$ cat src/rtl/accumulating_adder.sv
// accumulating_adder: adds a compile-time constant to each accepted sample and
// accumulates the result into a registered running sum. It supports add or
// subtract per sample, wrap or saturating arithmetic, a sticky overflow flag,
// and a saturating 8-bit count of accepted samples.
//
//   state   | meaning
//   --------+------------------------------------------------
//   IDLE    | no sample accepted last edge, out_valid = 0
//   UPDATED | sum was updated at the last edge, out_valid = 1
module accumulating_adder #(
  parameter int WIDTH     = 4,
  parameter int ACC_WIDTH = 8,
  parameter int CONSTANT  = 0,
  parameter int SATURATE  = 0
) (
  input  logic                 clk,
  input  logic                 reset,
  input  logic                 clear,
  input  logic                 in_valid,
  input  logic                 subtract,
  input  logic [WIDTH-1:0]     user_number,
  output logic [ACC_WIDTH-1:0] sum,
  output logic                 out_valid,
  output logic                 overflow,
  output logic [7:0]           count
);

  typedef enum logic {
    IDLE    = 1'b0,
    UPDATED = 1'b1
  } state_t;

  localparam logic [ACC_WIDTH:0]   CONST_EXT = (ACC_WIDTH+1)'(CONSTANT);
  localparam logic [ACC_WIDTH-1:0] SUM_MAX   = '1;

  state_t                 state_q;
  state_t                 state_d;
  logic                   accept;
  logic [ACC_WIDTH:0]     operand;
  logic [ACC_WIDTH+1:0]   raw;
  logic                   above;
  logic                   below;
  logic [ACC_WIDTH-1:0]   sum_next;

  assign accept = in_valid & ~reset & ~clear;

  // Operand, raw result and range classification for the incoming sample.
  always_comb begin
    operand  = '0;
    raw      = '0;
    above    = 1'b0;
    below    = 1'b0;
    sum_next = '0;

    operand = {{(ACC_WIDTH+1-WIDTH){1'b0}}, user_number} + CONST_EXT;

    if (subtract) begin
      raw = {2'b00, sum} - {1'b0, operand};
    end else begin
      raw = {2'b00, sum} + {1'b0, operand};
    end

    // An add can reach ~3*2^ACC_WIDTH, which sets the top bit without being
    // negative, so the range test is chosen by direction rather than by
    // treating raw as signed in both cases.
    if (subtract) begin
      below = raw[ACC_WIDTH+1];
    end else begin
      above = (raw[ACC_WIDTH+1:ACC_WIDTH] != 2'b00);
    end

    if (SATURATE != 0) begin
      if (above) begin
        sum_next = SUM_MAX;
      end else if (below) begin
        sum_next = '0;
      end else begin
        sum_next = raw[ACC_WIDTH-1:0];
      end
    end else begin
      sum_next = raw[ACC_WIDTH-1:0];
    end
  end

  // State register; out_valid is decoded straight from it.
  always_ff @(posedge clk) begin
    if (reset) begin
      state_q <= IDLE;
    end else begin
      state_q <= state_d;
    end
  end

  // Next state: any accept lands in UPDATED, anything else returns to IDLE.
  always_comb begin
    state_d = IDLE;
    if (accept) begin
      state_d = UPDATED;
    end
  end

  assign out_valid = (state_q == UPDATED);

  // Accumulator, sticky overflow and accepted-sample counter.
  always_ff @(posedge clk) begin
    if (reset || clear) begin
      sum      <= '0;
      overflow <= 1'b0;
      count    <= 8'd0;
    end else if (in_valid) begin
      sum <= sum_next;
      if (above || below) begin
        overflow <= 1'b1;
      end
      if (count != 8'hFF) begin
        count <= count + 8'd1;
      end
    end
  end

endmodule
$ cat config.mk
export PLATFORM = sky130hd
export DESIGN_NAME = accumulating_adder
export DESIGN_NICKNAME = d
export VERILOG_FILES = /design/src/rtl/accumulating_adder.sv
export SDC_FILE = /design/constraint.sdc
export NUM_CORES = 1
export LEC_CHECK = 0
export CAP_MARGIN = 20
export CORE_ASPECT_RATIO = 0.7
export CORE_UTILIZATION = 45
export DETAILED_ROUTE_END_ITERATION = 16
export PLACE_DENSITY = 0.85
export SKIP_CTS_REPAIR_TIMING = 1
export SYNTH_ARGS = -nofsm -noshare
export SYNTH_HDL_FRONTEND = slang
export SYNTH_SLANG_ARGS = --single-unit
$ cat constraint.sdc
create_clock -name clk -period 2.65 [get_ports clk]
set_clock_uncertainty 0.1 [all_clocks]
set_input_delay 0.265 -clock clk [delete_from_list [all_inputs] [get_ports clk]]
set_output_delay 0.265 -clock clk [all_outputs]
set_load 0.005 [all_outputs]
==> metrics.txt <==
largest net degree at the start of global routing=17; Worst Hold Path EP=overflow$_SDFFE_PP0P_; final setup TNS=0 ns; Ports=27; Max-Cap Viols=0; IO buf count=26; min cycle time layout=2.19 ns; Starting Density=between 50% and 60%; Crit Path Max Fanout=7; net count after synthesis=roughly 150; top sig layer=met4; vias in the first global route=between 900 and 1000; worst skew pair latency=roughly 0.3 ns; TritonCTS buffer count=3; mapped cell area=1160 um2; Placed Instances=about 190; Cell Chain, Critical Path=clkdlybuf4s50_1 > inv_1 > ha_1 > or3b_4 > nand3_2 > a41oi_4 > or3_1 > a21oi_1; reg-to-reg endpoint=sum[7]$_SDFFE_PP0P_; ranking of synthesized cells by area=dfxtp_1, ha_1, nor2_1, xnor2_1, inv_1; wl on met1=1310 um; CP arrival=about 2.3 ns; max_slew headroom=between 60% and 70%; clk sinks=18; first-pass GRT wire length=~4400 um; Synth Register Bits=18; CP Class=in -> reg; # diodes=0; DRT Wirelength=between 2000 and 3000 um; Vias/cell=between 5 and 6; Hold Path Class=reg -> reg; area of the multi-input gates=726 um2; Post-synth EDFFs=0; met3 WL post-DR=114 um; core area=2280 um2; full die area=around 2800 um2; design area=~1500 um2; Post-layout nets=about 180; initial detailed-routing violation count=between 40 and 50; number of fill cells=185; r2r worst-path depth=6; min-delay src=overflow$_SDFFE_PP0P_; Pleak=0.566 nW; Startpoint Class=input pin; site row count=14; register area=approximately 360 um2; WL/cell=between 10 and 15 um; Clock Tree Buf Depth=2; FF-to-FF setup slack=approximately 0.6 ns; clk slew on worst S/H paths=approximately 0.10 ns; RSZ-0062 raised after global routing=false; Placement Cell Area=~1400 um2; Yosys warnings=0; Clock Tree Root=clkbuf_4; RR Startpoint=sum[2]$_SDFFE_PP0P_; CTS tree=done; top cell type's share of synthesized area=31.1%; post-route insts no fill=between 150 and 200; Max Slew Vio Count=0; Final HPWL DP=2040 um; Area Overhead vs Synth=27.1%; drt drc=0; power density cells=397 nW/um2; top post-synthesis cells by count=dfxtp_1, nor2_1, inv_1; total vias in the final route=1014; Yosys cell types=42; Synth area leader=dfxtp_1; worst-margin pin slew=~0.57 ns; power after layout=between 0.0005 and 0.0006 W; Critical-path top delay cell=clkdlybuf4s50_1; WL met2=approximately 1200 um; worst vdd ir=about 240 uV; Die Y=roughly 44 um; Max stage delay on crit path=~0.47 ns; Hold Vio Cnt, Final=0; share of cells above drive strength 1=roughly 6.4%; htree depth=1; Worst EP required=about 2.8 ns; most frequent cell after synthesis=dfxtp_1; Die Width=62.6 um; DRT antenna net count=0; Mapped Cells=around 130; asr flop ratio synth=0%; final worst-path cycle share=slightly above 80%; GR Overflow Total=0; RePlAce Congestion=between 0.9 and 1; Total GRT Usage=roughly 21%; CP endpoint kind=flip-flop; Avg Inst Size Synth=8.77 um2; status=complete, no violations; # setup viols final=0; hold_ws=0.387 ns; maximum clock frequency=roughly 460 MHz; Main synth FF type=dfxtp_1; post-synthesis sequential area ratio=around 31%; first-pass iteration count of the detailed router=4; Hold Path Stages=2; initial antenna violation count=0
[how the worst max path moves through the flow]
stage                        start                   to  slack [ns]  depth (start not counted)
3_5_place_dp        user_number[2]  sum[7]$_SDFFE_PP0P_        0.17                          8
4_1_cts             user_number[2]  sum[7]$_SDFFE_PP0P_        0.48                          8
2_1_floorplan  sum[1]$_SDFFE_PP0P_  sum[7]$_SDFFE_PP0P_        0.75                          6
6_report            user_number[2]  sum[7]$_SDFFE_PP0P_        0.46                          8
3_3_place_gp        user_number[2]  sum[7]$_SDFFE_PP0P_        0.24                          8
5_1_grt             user_number[1]  sum[7]$_SDFFE_PP0P_        0.32                          8
[sequential cells by signal, indices dropped and copies added (netlist names)]
signal / flops
sum: 8
count: 8
overflow: 1
out_valid: 1
[power breakdown]
| part | switching [W] | internal, W | total [W] |
|---|---|---|---|
| logic | 0.0000605 | 0.0000640 | 0.000125 |
| clock network | 0.0000867 | 0.0000839 | 0.000171 |
| registers | 0.0000111 | 0.000278 | 0.000289 |
[cell type report]
cell class / count / area share [%]
Multi-Input combinational cell: 97 / 49.3
Inverter: 11 / 2.81
Tap cell: 32 / 2.72
Timing Repair Buffer: 27 / 18.2
Sequential cell: 18 / 24.5
Clock buffer: 4 / 2.47
[per-layer routing]
| metal | GRT usage [%] | vias to the layer above |
|---|---|---|
| met1 | 27.3 | 474 |
| met3 | 6.70 | 4 |
| met4 | 6.05 | 0 |
| li1 | - | 507 |
| met5 | 0 | - |
| met2 | 32.8 | 29 |
[kinds of logic after synthesis]
group	synth area share, %
AND/OR/NAND/NOR	21.2
adder cells (fa/ha/maj)	13.2
XOR/XNOR	7.57
multiplexers	2.59
AO/OA/AOI/OAI	18.2
buffers and inverters	6.16
flip-flops	31.1
[critical path: cells and delay by family]
| kind | cells | cell delay (ns) |
|---|---|---|
| AND/OR/NAND/NOR | 3 | 0.86 |
| buffers and inverters | 2 | 0.53 |
| adder cells (fa/ha/maj) | 1 | 0.38 |
| AO/OA/AOI/OAI | 2 | 0.28 |
[placed cells by master, fill, tap and decap left out, types with 3 or more instances in the layout]
cell type / n
nor2_1: 17
ha_1: 9
a21oi_1: 5
inv_1: 11
mux2i_1: 3
xnor2_1: 6
clkbuf_4: 3
xor2_1: 4
nand3_1: 3
o21ai_0: 3
nor2b_1: 3
dfxtp_1: 18
a211oi_1: 4
clkdlybuf4s50_1: 26
nand2_1: 6
[per-stage QoR]
step | setup slack (ns) | utilization, %
floorplan | 0.749 | -
global placement | 0.238 | 63.0
detailed placement | 0.166 | 63.0
CTS | 0.480 | 64.6
global route | 0.322 | 64.6
finish | 0.465 | 64.6
Note: power is estimated with default switching activity, not from simulation.
